File: src/rtl/axi_rd_arbiter_pkg.sv
// rtl/axi_rd_arbiter_pkg.sv - shared encodings for the read arbiter (states, client ids, AXI constants)
package axi_rd_arbiter_pkg;

  typedef enum logic [1:0] {
    ST_IDLE = 2'd0,
    ST_ADDR = 2'd1,
    ST_DATA = 2'd2,
    ST_RESP = 2'd3
  } rd_state_e;

  localparam logic [1:0] CL_ICACHE = 2'd0;
  localparam logic [1:0] CL_DCACHE = 2'd1;
  localparam logic [1:0] CL_IUNC   = 2'd2;
  localparam logic [1:0] CL_DUNC   = 2'd3;

  localparam logic [1:0] AXI_BURST_INCR = 2'b01;
  localparam logic [2:0] AXI_SIZE_4B    = 3'd2;
  localparam logic [3:0] AXI_CACHE_WB   = 4'b1111;
  localparam logic [3:0] AXI_CACHE_DEV  = 4'b0010;
  localparam logic [1:0] AXI_RESP_OKAY  = 2'b00;

  function automatic int cache_blk_size(input int blk_words);
    return 32 * blk_words;
  endfunction

  function automatic logic is_cached(input logic [1:0] idx);
    return (idx == CL_ICACHE) || (idx == CL_DCACHE);
  endfunction

  function automatic logic is_uncached(input logic [1:0] idx);
    return (idx == CL_IUNC) || (idx == CL_DUNC);
  endfunction

endpackage

File: src/rtl/axi_rd_arbiter_pick.sv
// rtl/axi_rd_arbiter_pick.sv - combinational 4-way picker: first requester found from ptr upwards, mod 4
module axi_rd_arbiter_pick (
  input  logic [3:0] req,
  input  logic [1:0] ptr,
  output logic [3:0] grant
);

  logic [1:0] cand;
  logic       found;

  always_comb begin
    grant = '0;
    found = 1'b0;
    cand  = '0;
    for (int i = 0; i < 4; i++) begin
      cand = ptr + 2'(i);
      if (req[cand] && !found) begin
        grant[cand] = 1'b1;
        found       = 1'b1;
      end
    end
  end

endmodule

File: src/rtl/axi_rd_arbiter.sv
// rtl/axi_rd_arbiter.sv - single-outstanding AXI4 read arbiter for four cache/uncached clients
// Optional round-robin arbitration with RD_ARB_RR_EN; default is fixed priority 2 > 3 > 0 > 1.
module axi_rd_arbiter
  import axi_rd_arbiter_pkg::*;
#(
  parameter int         BLK_WORDS = 4,
  parameter logic [3:0] ARID      = 4'h0
) (
  input  logic                               aclk,
  input  logic                               aresetn,
  input  logic [3:0]                         req,
  input  logic [127:0]                       req_addr,
  output logic [3:0]                         ack,
  output logic [3:0]                         rsp_valid,
  output logic [cache_blk_size(BLK_WORDS)-1:0] rsp_data,
  output logic                               rsp_err,
  output logic [3:0]                         m_axi_arid,
  output logic [31:0]                        m_axi_araddr,
  output logic [7:0]                         m_axi_arlen,
  output logic [2:0]                         m_axi_arsize,
  output logic [1:0]                         m_axi_arburst,
  output logic                               m_axi_arlock,
  output logic [3:0]                         m_axi_arcache,
  output logic [2:0]                         m_axi_arprot,
  output logic                               m_axi_arvalid,
  input  logic                               m_axi_arready,
  input  logic [3:0]                         m_axi_rid,
  input  logic [31:0]                        m_axi_rdata,
  input  logic [1:0]                         m_axi_rresp,
  input  logic                               m_axi_rlast,
  input  logic                               m_axi_rvalid,
  output logic                               m_axi_rready
);

  localparam int CACHE_BLK_SIZE = cache_blk_size(BLK_WORDS);

  rd_state_e                 state_q, state_d;
  logic [1:0]                idx_q, win_idx, ptr;
  logic [3:0]                grant;
  logic [31:0]               addr_q;
  logic [2:0]                beat_cnt_q;
  logic [CACHE_BLK_SIZE-1:0] buf_q;
  logic                      err_q;
  logic [7:0]                arlen_cur;
  logic                      in_addr, ar_hs, r_beat, r_end;
  logic                      unused_rid;

  assign unused_rid = ^m_axi_rid;

  axi_rd_arbiter_pick u_pick (
    .req   (req),
    .ptr   (ptr),
    .grant (grant)
  );

  always_comb begin
    win_idx = '0;
    for (int i = 0; i < 4; i++) begin
      if (grant[i]) win_idx = 2'(i);
    end
  end

`ifdef RD_ARB_RR_EN
  logic [1:0] ptr_q;

  always_ff @(posedge aclk or negedge aresetn) begin
    if (!aresetn)   ptr_q <= CL_ICACHE;
    else if (ar_hs) ptr_q <= idx_q + 2'd1;
  end

  assign ptr = ptr_q;
`else
  // Fixed order 2,3,0,1 is exactly a rotating search that always starts at client 2.
  assign ptr = CL_IUNC;
`endif

  assign in_addr   = (state_q == ST_ADDR);
  assign arlen_cur = is_cached(idx_q) ? 8'(BLK_WORDS - 1) : 8'd0;
  assign ar_hs     = in_addr && m_axi_arready;
  assign r_beat    = (state_q == ST_DATA) && m_axi_rvalid;
  assign r_end     = r_beat && (m_axi_rlast || ({5'd0, beat_cnt_q} == arlen_cur));

  always_comb begin
    state_d = state_q;
    case (state_q)
      ST_IDLE: if (req != 4'd0)   state_d = ST_ADDR;
      ST_ADDR: if (m_axi_arready) state_d = ST_DATA;
      ST_DATA: if (r_end)         state_d = ST_RESP;
      ST_RESP:                    state_d = ST_IDLE;
      default:                    state_d = ST_IDLE;
    endcase
  end

  always_ff @(posedge aclk or negedge aresetn) begin
    if (!aresetn) state_q <= ST_IDLE;
    else          state_q <= state_d;
  end

  always_ff @(posedge aclk or negedge aresetn) begin
    if (!aresetn) begin
      idx_q      <= '0;
      addr_q     <= '0;
      beat_cnt_q <= '0;
      buf_q      <= '0;
      err_q      <= 1'b0;
    end else begin
      if (state_q == ST_IDLE && req != 4'd0) begin
        idx_q  <= win_idx;
        addr_q <= req_addr[{win_idx, 5'b0} +: 32];
      end
      if (r_beat) begin
        for (int w = 0; w < BLK_WORDS; w++) begin
          if (beat_cnt_q == 3'(w)) buf_q[32*w +: 32] <= m_axi_rdata;
        end
        beat_cnt_q <= beat_cnt_q + 3'd1;
        if (m_axi_rresp != AXI_RESP_OKAY) err_q <= 1'b1;
      end
      if (state_q == ST_RESP) begin
        beat_cnt_q <= '0;
        buf_q      <= '0;
        err_q      <= 1'b0;
      end
    end
  end

  // AR fields are held at zero outside ADDR so the bus is quiet between transfers.
  assign m_axi_arid    = ARID;
  assign m_axi_arvalid = in_addr;
  assign m_axi_araddr  = in_addr ? addr_q : 32'd0;
  assign m_axi_arlen   = in_addr ? arlen_cur : 8'd0;
  assign m_axi_arsize  = in_addr ? AXI_SIZE_4B : 3'd0;
  assign m_axi_arburst = in_addr ? AXI_BURST_INCR : 2'd0;
  assign m_axi_arcache = !in_addr ? 4'd0 : (is_uncached(idx_q) ? AXI_CACHE_DEV : AXI_CACHE_WB);
  assign m_axi_arlock  = 1'b0;
  assign m_axi_arprot  = 3'd0;
  assign m_axi_rready  = (state_q == ST_DATA);

  assign ack       = ar_hs ? (4'b0001 << idx_q) : 4'd0;
  assign rsp_valid = (state_q == ST_RESP) ? (4'b0001 << idx_q) : 4'd0;
  assign rsp_data  = (state_q == ST_RESP) ? buf_q : '0;
  assign rsp_err   = (state_q == ST_RESP) && err_q;

endmodule
File: config.mk
export PLATFORM = sky130hd
export DESIGN_NAME = axi_rd_arbiter
export DESIGN_NICKNAME = d
export VERILOG_FILES = /design/src/rtl/axi_rd_arbiter_pkg.sv /design/src/rtl/axi_rd_arbiter_pick.sv /design/src/rtl/axi_rd_arbiter.sv
export SDC_FILE = /design/constraint.sdc
export NUM_CORES = 1
export LEC_CHECK = 0
export CORE_UTILIZATION = 45
export CTS_CLUSTER_DIAMETER = 30
export DETAILED_ROUTE_END_ITERATION = 16
export PLACE_DENSITY = 0.82
export SYNTH_ARGS = -nofsm -noshare
export SYNTH_HDL_FRONTEND = slang
export SYNTH_HIERARCHICAL = 1
export SYNTH_SLANG_ARGS = --single-unit
File: constraint.sdc
create_clock -name aclk -period 2.25 [get_ports aclk]
set_clock_uncertainty 0.2 [all_clocks]
set_input_delay 0.3375 -clock aclk [delete_from_list [all_inputs] [get_ports aclk]]
set_output_delay 0.3375 -clock aclk [all_outputs]
set_load 0.01 [all_outputs]
**After elaboration in Yosys (flattened, before gate mapping)**

Cells that the tools add are included.

- Flip-flop bits (word level): 168
- Input port bits: 175
- Output and inout port bits: 196
- Word-level logic and storage cells: 91

- Add/sub/neg operators: 1
- Equality and inequality tests: 13
- Shift operators: 2
- Multiplexer cells: 35
- Reduce and logical (&&, ||, !) cells: 31

Operators by type and width:

| operator | number |
|---|---|
| $mux 128 | 3 |
| $mux 32 | 5 |
| $shiftx 128x8->32 | 1 |
| $mux 4 | 5 |
| $mux 2 | 9 |
| $reduce_bool 2->1 | 7 |
| $reduce_and 2->1 | 5 |
| $mux 1 | 9 |
| $mux 3 | 3 |
| $eq 2x2->1 const B | 4 |
| $logic_and 1x1->1 | 8 |
| $pmux 2 s4 | 1 |
| $eq 3x2->1 const B | 2 |
| $eq 2x1->1 const B | 2 |
| $logic_not 2->1 | 2 |
| $ne 2x2->1 const B | 2 |
| $reduce_bool 4->1 | 1 |
| $shl 1x2->4 const A | 1 |
| $add 3x1->3 const B | 1 |
| $eq 3x1->1 const B | 1 |
| $eq 3x2->1 | 1 |
| $logic_not 1->1 | 3 |
| $logic_not 3->1 | 1 |
| $logic_or 1x1->1 | 3 |
| 2 further kinds | 2 |

**Longest topological paths before layout**

Gate-level depths: netlist of run 1.

- Word-level depth: 14
- Mapped depth: 12
- Gate-level depth less buffers: 10

**By module**

The synthesis of run 1 kept the hierarchy.

Modules (own cells, without submodules):

| module | times used | cells each | area an instance (µm²) | seq. area each (µm²) |
|---|---|---|---|---|
| axi_rd_arbiter | 1 | 1,079 | 9,231.4 | 4,204.0 |
| axi_rd_arbiter_pick | 1 | 36 | 337.8 | 0.0 |

**Least setup slack after synthesis of run 1**

No wires, ideal clock.

- Path kind: input-to-reg
- From: in req[2]
- To: reg addr_q[12]
- Library setup time: 0.128 ns
- Arrival: 2.177 ns
- Required time: 1.922 ns
- Path slack: -0.255 ns
- Stages on the path: 11
- Path buffers: 3
- Path through: mux4_2 buf_6 nor4b_4 nand2_1 o211ai_1 buf_4 buf_6 mux2i_1 o21ai_0 mux2i_1 o21ai_0

- Word-level cells in the longest chain between the ends: 14
- Elaborated cells on any way between the ends: 18
- Classes of those cells: shift: 1; mux: 9; reduce/logical: 8

Ends and longest elaborated chain:

| item | RTL line | RTL |
|---|---|---|
| from (decl) | axi_rd_arbiter.sv:11 | `input logic [3:0] req,` |
| $mux 1 * | axi_rd_arbiter_pick.sv:17 | `if (req[cand] && !found) begin` |
| $logic_not 1->1 | axi_rd_arbiter_pick.sv:17 |  |
| $logic_and 1x1->1 | axi_rd_arbiter_pick.sv:17 |  |
| $mux 1 * | axi_rd_arbiter_pick.sv:17 |  |
| $logic_not 1->1 | axi_rd_arbiter_pick.sv:17 |  |
| $logic_and 1x1->1 | axi_rd_arbiter_pick.sv:17 |  |
| $mux 1 * | axi_rd_arbiter_pick.sv:17 |  |
| $logic_not 1->1 * | axi_rd_arbiter_pick.sv:17 |  |
| $logic_and 1x1->1 * | axi_rd_arbiter_pick.sv:17 |  |
| $mux 2 * | axi_rd_arbiter_pick.sv:17 |  |
| net grant[1] | axi_rd_arbiter.sv:39 | `logic [3:0] grant;` |
| $mux 1 * | axi_rd_arbiter.sv:59 | `if (grant[i]) win_idx = 2'(i);` |
| $mux 2 * (2 in series) | axi_rd_arbiter.sv:59 |  |
| $shiftx 128x8->32 * | axi_rd_arbiter.sv:109 | `addr_q <= req_addr[{win_idx, 5'b0} +: 32];` |
| to (signal assigned) | axi_rd_arbiter.sv:109 |  |
| to (decl) | axi_rd_arbiter.sv:40 | `logic [31:0] addr_q;` |

Mark *: on every way through the listed nets, which the timed path passes. The rest lies on a longest branch.
A chain may end at the register's enable or synchronous reset.

**Worst setup path after layout of run 1**

- From: reg state_q[1]
- To: out rsp_data[91]

- Word-level cells in the longest chain between the ends: 2

Ends and longest elaborated chain:

| item | RTL line | RTL |
|---|---|---|
| from (decl) | axi_rd_arbiter.sv:37 | `rd_state_e state_q, state_d;` |
| from (signal assigned) | axi_rd_arbiter.sv:96 | `else state_q <= state_d;` |
| $eq 2x2->1 | axi_rd_arbiter.sv:140 | `assign rsp_data = (state_q == ST_RESP) ? buf_q : '0;` |
| $mux 128 | axi_rd_arbiter.sv:140 |  |
| to (decl) | axi_rd_arbiter.sv:15 | `output logic [cache_blk_size(BLK_WORDS)-1:0] rsp_data,` |

Every way passes these cells.

==> impl_metrics.env, run 1 <==
export IMPL_status="finished, violations left"
export IMPL_failed_checks="setup timing"
export IMPL_whs_ns=0.1867
export IMPL_rows=52
export IMPL_yosys_warnings=6
export IMPL_globalplace_congestion=0.9267
export IMPL_period_minus_slack_ns=2.427
export IMPL_core_area_um2=20490
export IMPL_nets=1718
export IMPL_r2r_start="state_q[0]$_DFFE_PN0P_"
export IMPL_drt_iter0_drc=592
export IMPL_critPathLaunchType="flop"
export IMPL_port_buffer_count=349
export IMPL_slowest_delay_ns=0.40
export IMPL_p_leak_nw=7.123
export IMPL_grt_max_degree=55
export IMPL_r2r_end="buf_q[76]$_DFFE_PN0P_"
export IMPL_worstMarginPinSlew_ns=0.6002
export IMPL_drt_pass1_iterations=5
export IMPL_use_met2_pct=56.72
export IMPL_hold_class="input pin to async pin"
export IMPL_antenna_found_initial=3
export IMPL_drc_errors=0
export IMPL_cts_sinks=168
export IMPL_layout_commonest_cell="nand2_1"
export IMPL_avgViaCountPerCell=5.340
export IMPL_post_drt_wl_per_cell_um=19.47
export IMPL_crit_path_end_kind="output pin"
export IMPL_maxSlewViolCount=0
export IMPL_die_h_um=147.6
export IMPL_fin_ws_ns=-0.1770
export IMPL_final_layout_size_suffix_gt1_share_pct=31.62
export IMPL_slew_headroom_pct=59.99
export IMPL_place_ws_ns=-0.7781
export IMPL_cp_cell_sequence="buf_6, ha_4, buf_12, buf_12, buf_12, buf_6, and2_4, buf_6"
export IMPL_crit_required_ns=1.71
export IMPL_grtUsageMet3_pct=7.284
export IMPL_final_util_pct=74.27
export IMPL_crit_path_max_fanout=8
export IMPL_htree_num_levels=4
export IMPL_grt_use_total_pct=32.36
export IMPL_clk_path_buf_depth=2
export IMPL_cts_buffers=17
export IMPL_grt_use_met1_pct=36.51
export IMPL_top_usage_layer="met2"
export IMPL_maxCapViolCount=0
export IMPL_synth_cells=1111
export IMPL_wl_um=35320
export IMPL_ff2ff_path_depth=8
export IMPL_dieWidth_um=147.6
export IMPL_hold_violations=0
export IMPL_final_cell_mix="332 x nand2_1, 167 x dfrtp_1, 165 x clkdlybuf4s50_1"
export IMPL_fin_tns_setup_ns=-12.15
export IMPL_fmax_mhz=412.0
export IMPL_grt_overflow_total=0
export IMPL_grt_pass1_vias=9928
export IMPL_dieArea_um2=21800
export IMPL_dp_hpwl_um=22320
export IMPL_root_buffer="clkbuf_16"
export IMPL_final_area_um2=15220
export IMPL_finalSetupViolations=147
export IMPL_worstSetupPathType="flop to output pin"
export IMPL_syn_area_per_cell_um2=8.591
export IMPL_cts_tree="yes"
export IMPL_max_vdd_ir_drop_mv=0.6692
export IMPL_grt_pass1_wl_um=53750
export IMPL_period_share_pct=107.9
export IMPL_io_pins=371
export IMPL_syn_cell_area_um2=9544
export IMPL_antenna_left=0
export IMPL_p_per_area_nw_per_um2=992.5
export IMPL_crit_arrival_ns=1.89
export IMPL_grt_setup_unrepaired="yes"
export IMPL_r2r_slack_ns=0.08
export IMPL_cp_slowest_cell="dfrtp_1"
export IMPL_vias=9687
export IMPL_cts_reportedPaths_clkPinSlew_ns=0.07
export IMPL_initial_core_util_pct=46.57
export IMPL_worstSkewPairLatency_ns=0.43
export IMPL_placed_cell_area_um2=13540
export IMPL_area_growth_pct=59.48
[metrics by stage]
stage | std cells | power (W)
detailed placement | 1715 | 0.009959
floorplan | 1141 | 0.007421
CTS | 1794 | 0.01464
global route | 1813 | 0.01588
global placement | 1715 | 0.009772
finish | 1814 | 0.01511
[how the worst max path moves through the flow]
stage,startpoint,to,cells past startpoint
floorplan,req[2],addr_q[10]$_DFFE_PN0P_,11
global placement,req[2],addr_q[14]$_DFFE_PN0P_,10
detailed placement,req[2],addr_q[27]$_DFFE_PN0P_,10
CTS,state_q[1]$_DFFE_PN0P_,rsp_data[48],8
global route,state_q[1]$_DFFE_PN0P_,rsp_data[92],8
finish,state_q[1]$_DFFE_PN0P_,rsp_data[91],8
[routing by layer]
layer	vias to the layer above	wire length, um
li1	4384	-
met1	4677	12710
met2	510	17970
met3	116	2817
met4	0	1817
met5	-	0
[sequential cells by signal, indices dropped and copies added, names as in the netlist]
signal	cells
state_q	2
buf_q	128
beat_cnt_q	3
err_q	1
idx_q	2
addr_q	32
[what timing repair did]
action                                 in CTS  in global routing
setup endpoints to repair                 211                197
hold buffers                                1                  0
gates resized for setup                   849                178
endpoints found under the hold margin      35                  0
pin swaps                                   6                 11
setup buffers                              32                 21
gates cloned                               15                  2
[area by class of cell]
class / instances / area (um^2)
antenna: 4 / 10.01
clock buffer: 18 / 439.2
clock inverter: 14 / 158.9
fill: 1413 / 5274
inverter: 14 / 55.05
multi-input combinational: 850 / 5040
sequential: 168 / 4205
tap: 270 / 337.8
timing repair buffer: 476 / 4975
[report_power, final]
| part | total, W | switching [W] | leakage [nW] | internal (W) |
|---|---|---|---|---|
| Sequential | 0.00448 | 0.000593 | 2.27 | 0.00388 |
| Combinational | 0.00763 | 0.00352 | 4.57 | 0.00410 |
| Clock | 0.00301 | 0.00140 | 0.292 | 0.00161 |
| Total | 0.0151 | 0.00551 | 7.12 | 0.00960 |
[worst max-delay path, delay by kind of cell, from the launching register on]
kind          cells  cell delay [ns]
buf+inv           6             0.76
flops             1             0.40
fa+ha+maj         1             0.16
simple gates      1             0.14
(Power assumes the default switching activity.)
==> run 2, diff against run 1 <==
--- a/config.mk
+++ b/config.mk
@@ -5,11 +5,12 @@
 export SDC_FILE = /design/constraint.sdc
 export NUM_CORES = 1
 export LEC_CHECK = 0
-export CORE_UTILIZATION = 45
+export CORE_UTILIZATION = 47
 export CTS_CLUSTER_DIAMETER = 30
 export DETAILED_ROUTE_END_ITERATION = 16
-export PLACE_DENSITY = 0.82
+export DONT_BUFFER_PORTS = 1
 export SYNTH_ARGS = -nofsm -noshare
 export SYNTH_HDL_FRONTEND = slang
 export SYNTH_HIERARCHICAL = 1
 export SYNTH_SLANG_ARGS = --single-unit
+export TNS_END_PERCENT = 1
==> constraint.sdc (replaced) <==
create_clock -name aclk -period 2.25 [get_ports aclk]
set_clock_uncertainty 0.2 [all_clocks]
set_input_delay 0.3375 -clock aclk [delete_from_list [all_inputs] [get_ports aclk]]
set_output_delay 0.3375 -clock aclk [all_outputs]
set_load 0.02 [all_outputs]
==> run 2 against run 1 <==
Worst setup slack better by 0.17 ns. Highest routed layer unchanged. Sequential cell count did not move. Routed wire length down 24%. The flow finishes with violations (hold timing, setup timing). Largest power group unchanged.
==> impl_metrics.env, run 2 (synthesis results as in run 1) <==
export IMPL_status="finished, violations left"
export IMPL_failed_checks="hold timing, setup timing"
export IMPL_cts_hold_buf=69
export IMPL_die_h_um=144.5
export IMPL_r2r_end="buf_q[26]$_DFFE_PN0P_"
export IMPL_period_share_pct=100.2
export IMPL_antenna_found_initial=1
export IMPL_place_ws_ns=-0.3553
export IMPL_area_growth_pct=20.92
export IMPL_period_minus_slack_ns=2.255
export IMPL_root_buffer="clkbuf_16"
export IMPL_top_regs="buf_q: 128 flops, addr_q: 32 flops, beat_cnt_q: 3 flops"
export IMPL_critPathLaunchType="flop"
export IMPL_grt_max_degree=169
export IMPL_wl_um=26850
export IMPL_finalSetupViolations=4
export IMPL_hold_class="input pin to async pin"
export IMPL_dieWidth_um=144.5
export IMPL_cts_tree="yes"
export IMPL_worstSetupPathType="flop to output pin"
export IMPL_grtUsageMet3_pct=5.397
export IMPL_grt_pass1_vias=7019
export IMPL_globalplace_congestion=0.8347
export IMPL_post_drt_wl_per_cell_um=18.63
export IMPL_hold_violations=168
export IMPL_crit_required_ns=1.71
export IMPL_clk_path_buf_depth=2
export IMPL_vias=7624
export IMPL_final_layout_size_suffix_gt1_share_pct=21.19
export IMPL_core_area_um2=19650
export IMPL_crit_arrival_ns=1.72
export IMPL_nFillCells=1776
export IMPL_maxSlewViolCount=0
export IMPL_cts_sinks=168
export IMPL_rows=51
export IMPL_top_register="buf_q"
export IMPL_max_vdd_ir_drop_mv=0.8188
export IMPL_cts_buffers=17
export IMPL_maxCapViolCount=0
export IMPL_io_pins=371
export IMPL_fin_ws_ns=-0.004625
export IMPL_antenna_left=0
export IMPL_avgViaCountPerCell=5.291
export IMPL_fmax_mhz=443.5
export IMPL_r2r_start="state_q[0]$_DFFE_PN0P_"
export IMPL_grt_pass1_wl_um=39630
export IMPL_grt_use_met1_pct=31.61
export IMPL_ff2ff_path_depth=7
export IMPL_fin_tns_setup_ns=-0.008178
export IMPL_drc_errors=0
export IMPL_p_leak_nw=5.135
export IMPL_use_met2_pct=42.18
export IMPL_cts_reportedPaths_clkPinSlew_ns=0.07
export IMPL_drt_iter0_drc=331
export IMPL_final_cell_mix="332 x nand2_1, 166 x dfrtp_1, 111 x a21oi_1"
export IMPL_p_per_area_nw_per_um2=1087
export IMPL_grt_overflow_total=0
export IMPL_port_buffer_count=0
export IMPL_layout_commonest_cell="nand2_1"
export IMPL_drt_pass1_iterations=5
export IMPL_dp_hpwl_um=17000
export IMPL_worstSkewPairLatency_ns=0.42
export IMPL_initial_core_util_pct=48.56
export IMPL_grt_use_total_pct=25.18
export IMPL_whs_ns=-0.5985
export IMPL_top_usage_layer="met2"
export IMPL_crit_path_end_kind="output pin"
export IMPL_grt_setup_unrepaired="yes"
export IMPL_largest_reg_flops=128
export IMPL_r2r_slack_ns=0.30
export IMPL_nets=1353
export IMPL_htree_num_levels=4
export IMPL_dieArea_um2=20880
export IMPL_crit_path_max_fanout=35
run 2: cell count changes in the layout (fill, tap and decap cells not counted), sizes merged, moves of 3 or more:
cell           delta
clkdlybuf4s50   -165
clkinv            -3
bufinv            +3
buf             -253
clkdlybuf4s15     -5
diode             -3
clkbuf            -7
dlygate4sd3      +68
run 2: layer usage:
metal,share of wire [%],vias up
met4,2.6,0
met2,50,304
met5,0,-
li1,-,3641
met1,41,3636
met3,6.0,43
run 2: worst max-delay path by stage:
stage / startpoint / endpoint / slack (ns)
finish: state_q[0]$_DFFE_PN0P_ / rsp_data[10] / -0.005
global placement: req[0] / addr_q[3]$_DFFE_PN0P_ / -0.29
CTS: state_q[0]$_DFFE_PN0P_ / rsp_data[49] / -0.009
global route: state_q[0]$_DFFE_PN0P_ / rsp_data[48] / -0.06
floorplan: req[2] / addr_q[10]$_DFFE_PN0P_ / -0.15
detailed placement: req[0] / addr_q[3]$_DFFE_PN0P_ / -0.36
run 2: area by class of cell:
| class | instances | area (um^2) | share of cell area [%] |
|---|---|---|---|
| antenna | 1 | 2.502 | 0.02168 |
| clock buffer | 18 | 429.2 | 3.719 |
| clock inverter | 14 | 209.0 | 1.810 |
| inverter | 14 | 52.55 | 0.4553 |
| multi-input combinational | 850 | 4986 | 43.20 |
| sequential | 168 | 4207 | 36.45 |
| tap | 265 | 331.6 | 2.873 |
| timing repair buffer | 111 | 1324 | 11.47 |
run 2: critical path, stage by stage, from the launching register on:
cell and delay, ns:
dfrtp_2 0.44, ha_4 0.28, buf_12 0.15, buf_16 0.19
and2_4 0.21
run 2: metrics by stage:
step / total power, W / hold WS [ns] / instance area [um^2] / cells / utilization (%)
after floorplan: 0.007754 / -0.1581 / 9664 / 1141 / -
after CTS: 0.01248 / -0.6149 / 11420 / 1440 / 58.09
after detailed placement: 0.008654 / -0.1535 / 9768 / 1331 / 49.70
after global routing: 0.01329 / -0.6207 / 11540 / 1441 / 58.72
after global placement: 0.008548 / -0.1529 / 9768 / 1331 / 49.70
final: 0.01254 / -0.5985 / 11540 / 1441 / 58.72
run 2: power by group:
| part | switching (W) | total [W] | internal [W] |
|---|---|---|---|
| Sequential | 0.000499 | 0.00438 | 0.00389 |
| Combinational | 0.00299 | 0.00496 | 0.00196 |
| Clock | 0.00131 | 0.00320 | 0.00189 |
| Total | 0.00480 | 0.0125 | 0.00774 |
run 2: timing repair:
| action | 4_1_cts | 5_1_grt |
|---|---|---|
| setup endpoints to repair | 167 | 148 |
| gates cloned | 3 | 0 |
| pin swaps | 3 | 7 |
| gates resized for setup | 106 | 89 |
| buffers inserted | 5 | 0 |
| hold endpoints to repair | 328 | 168 |
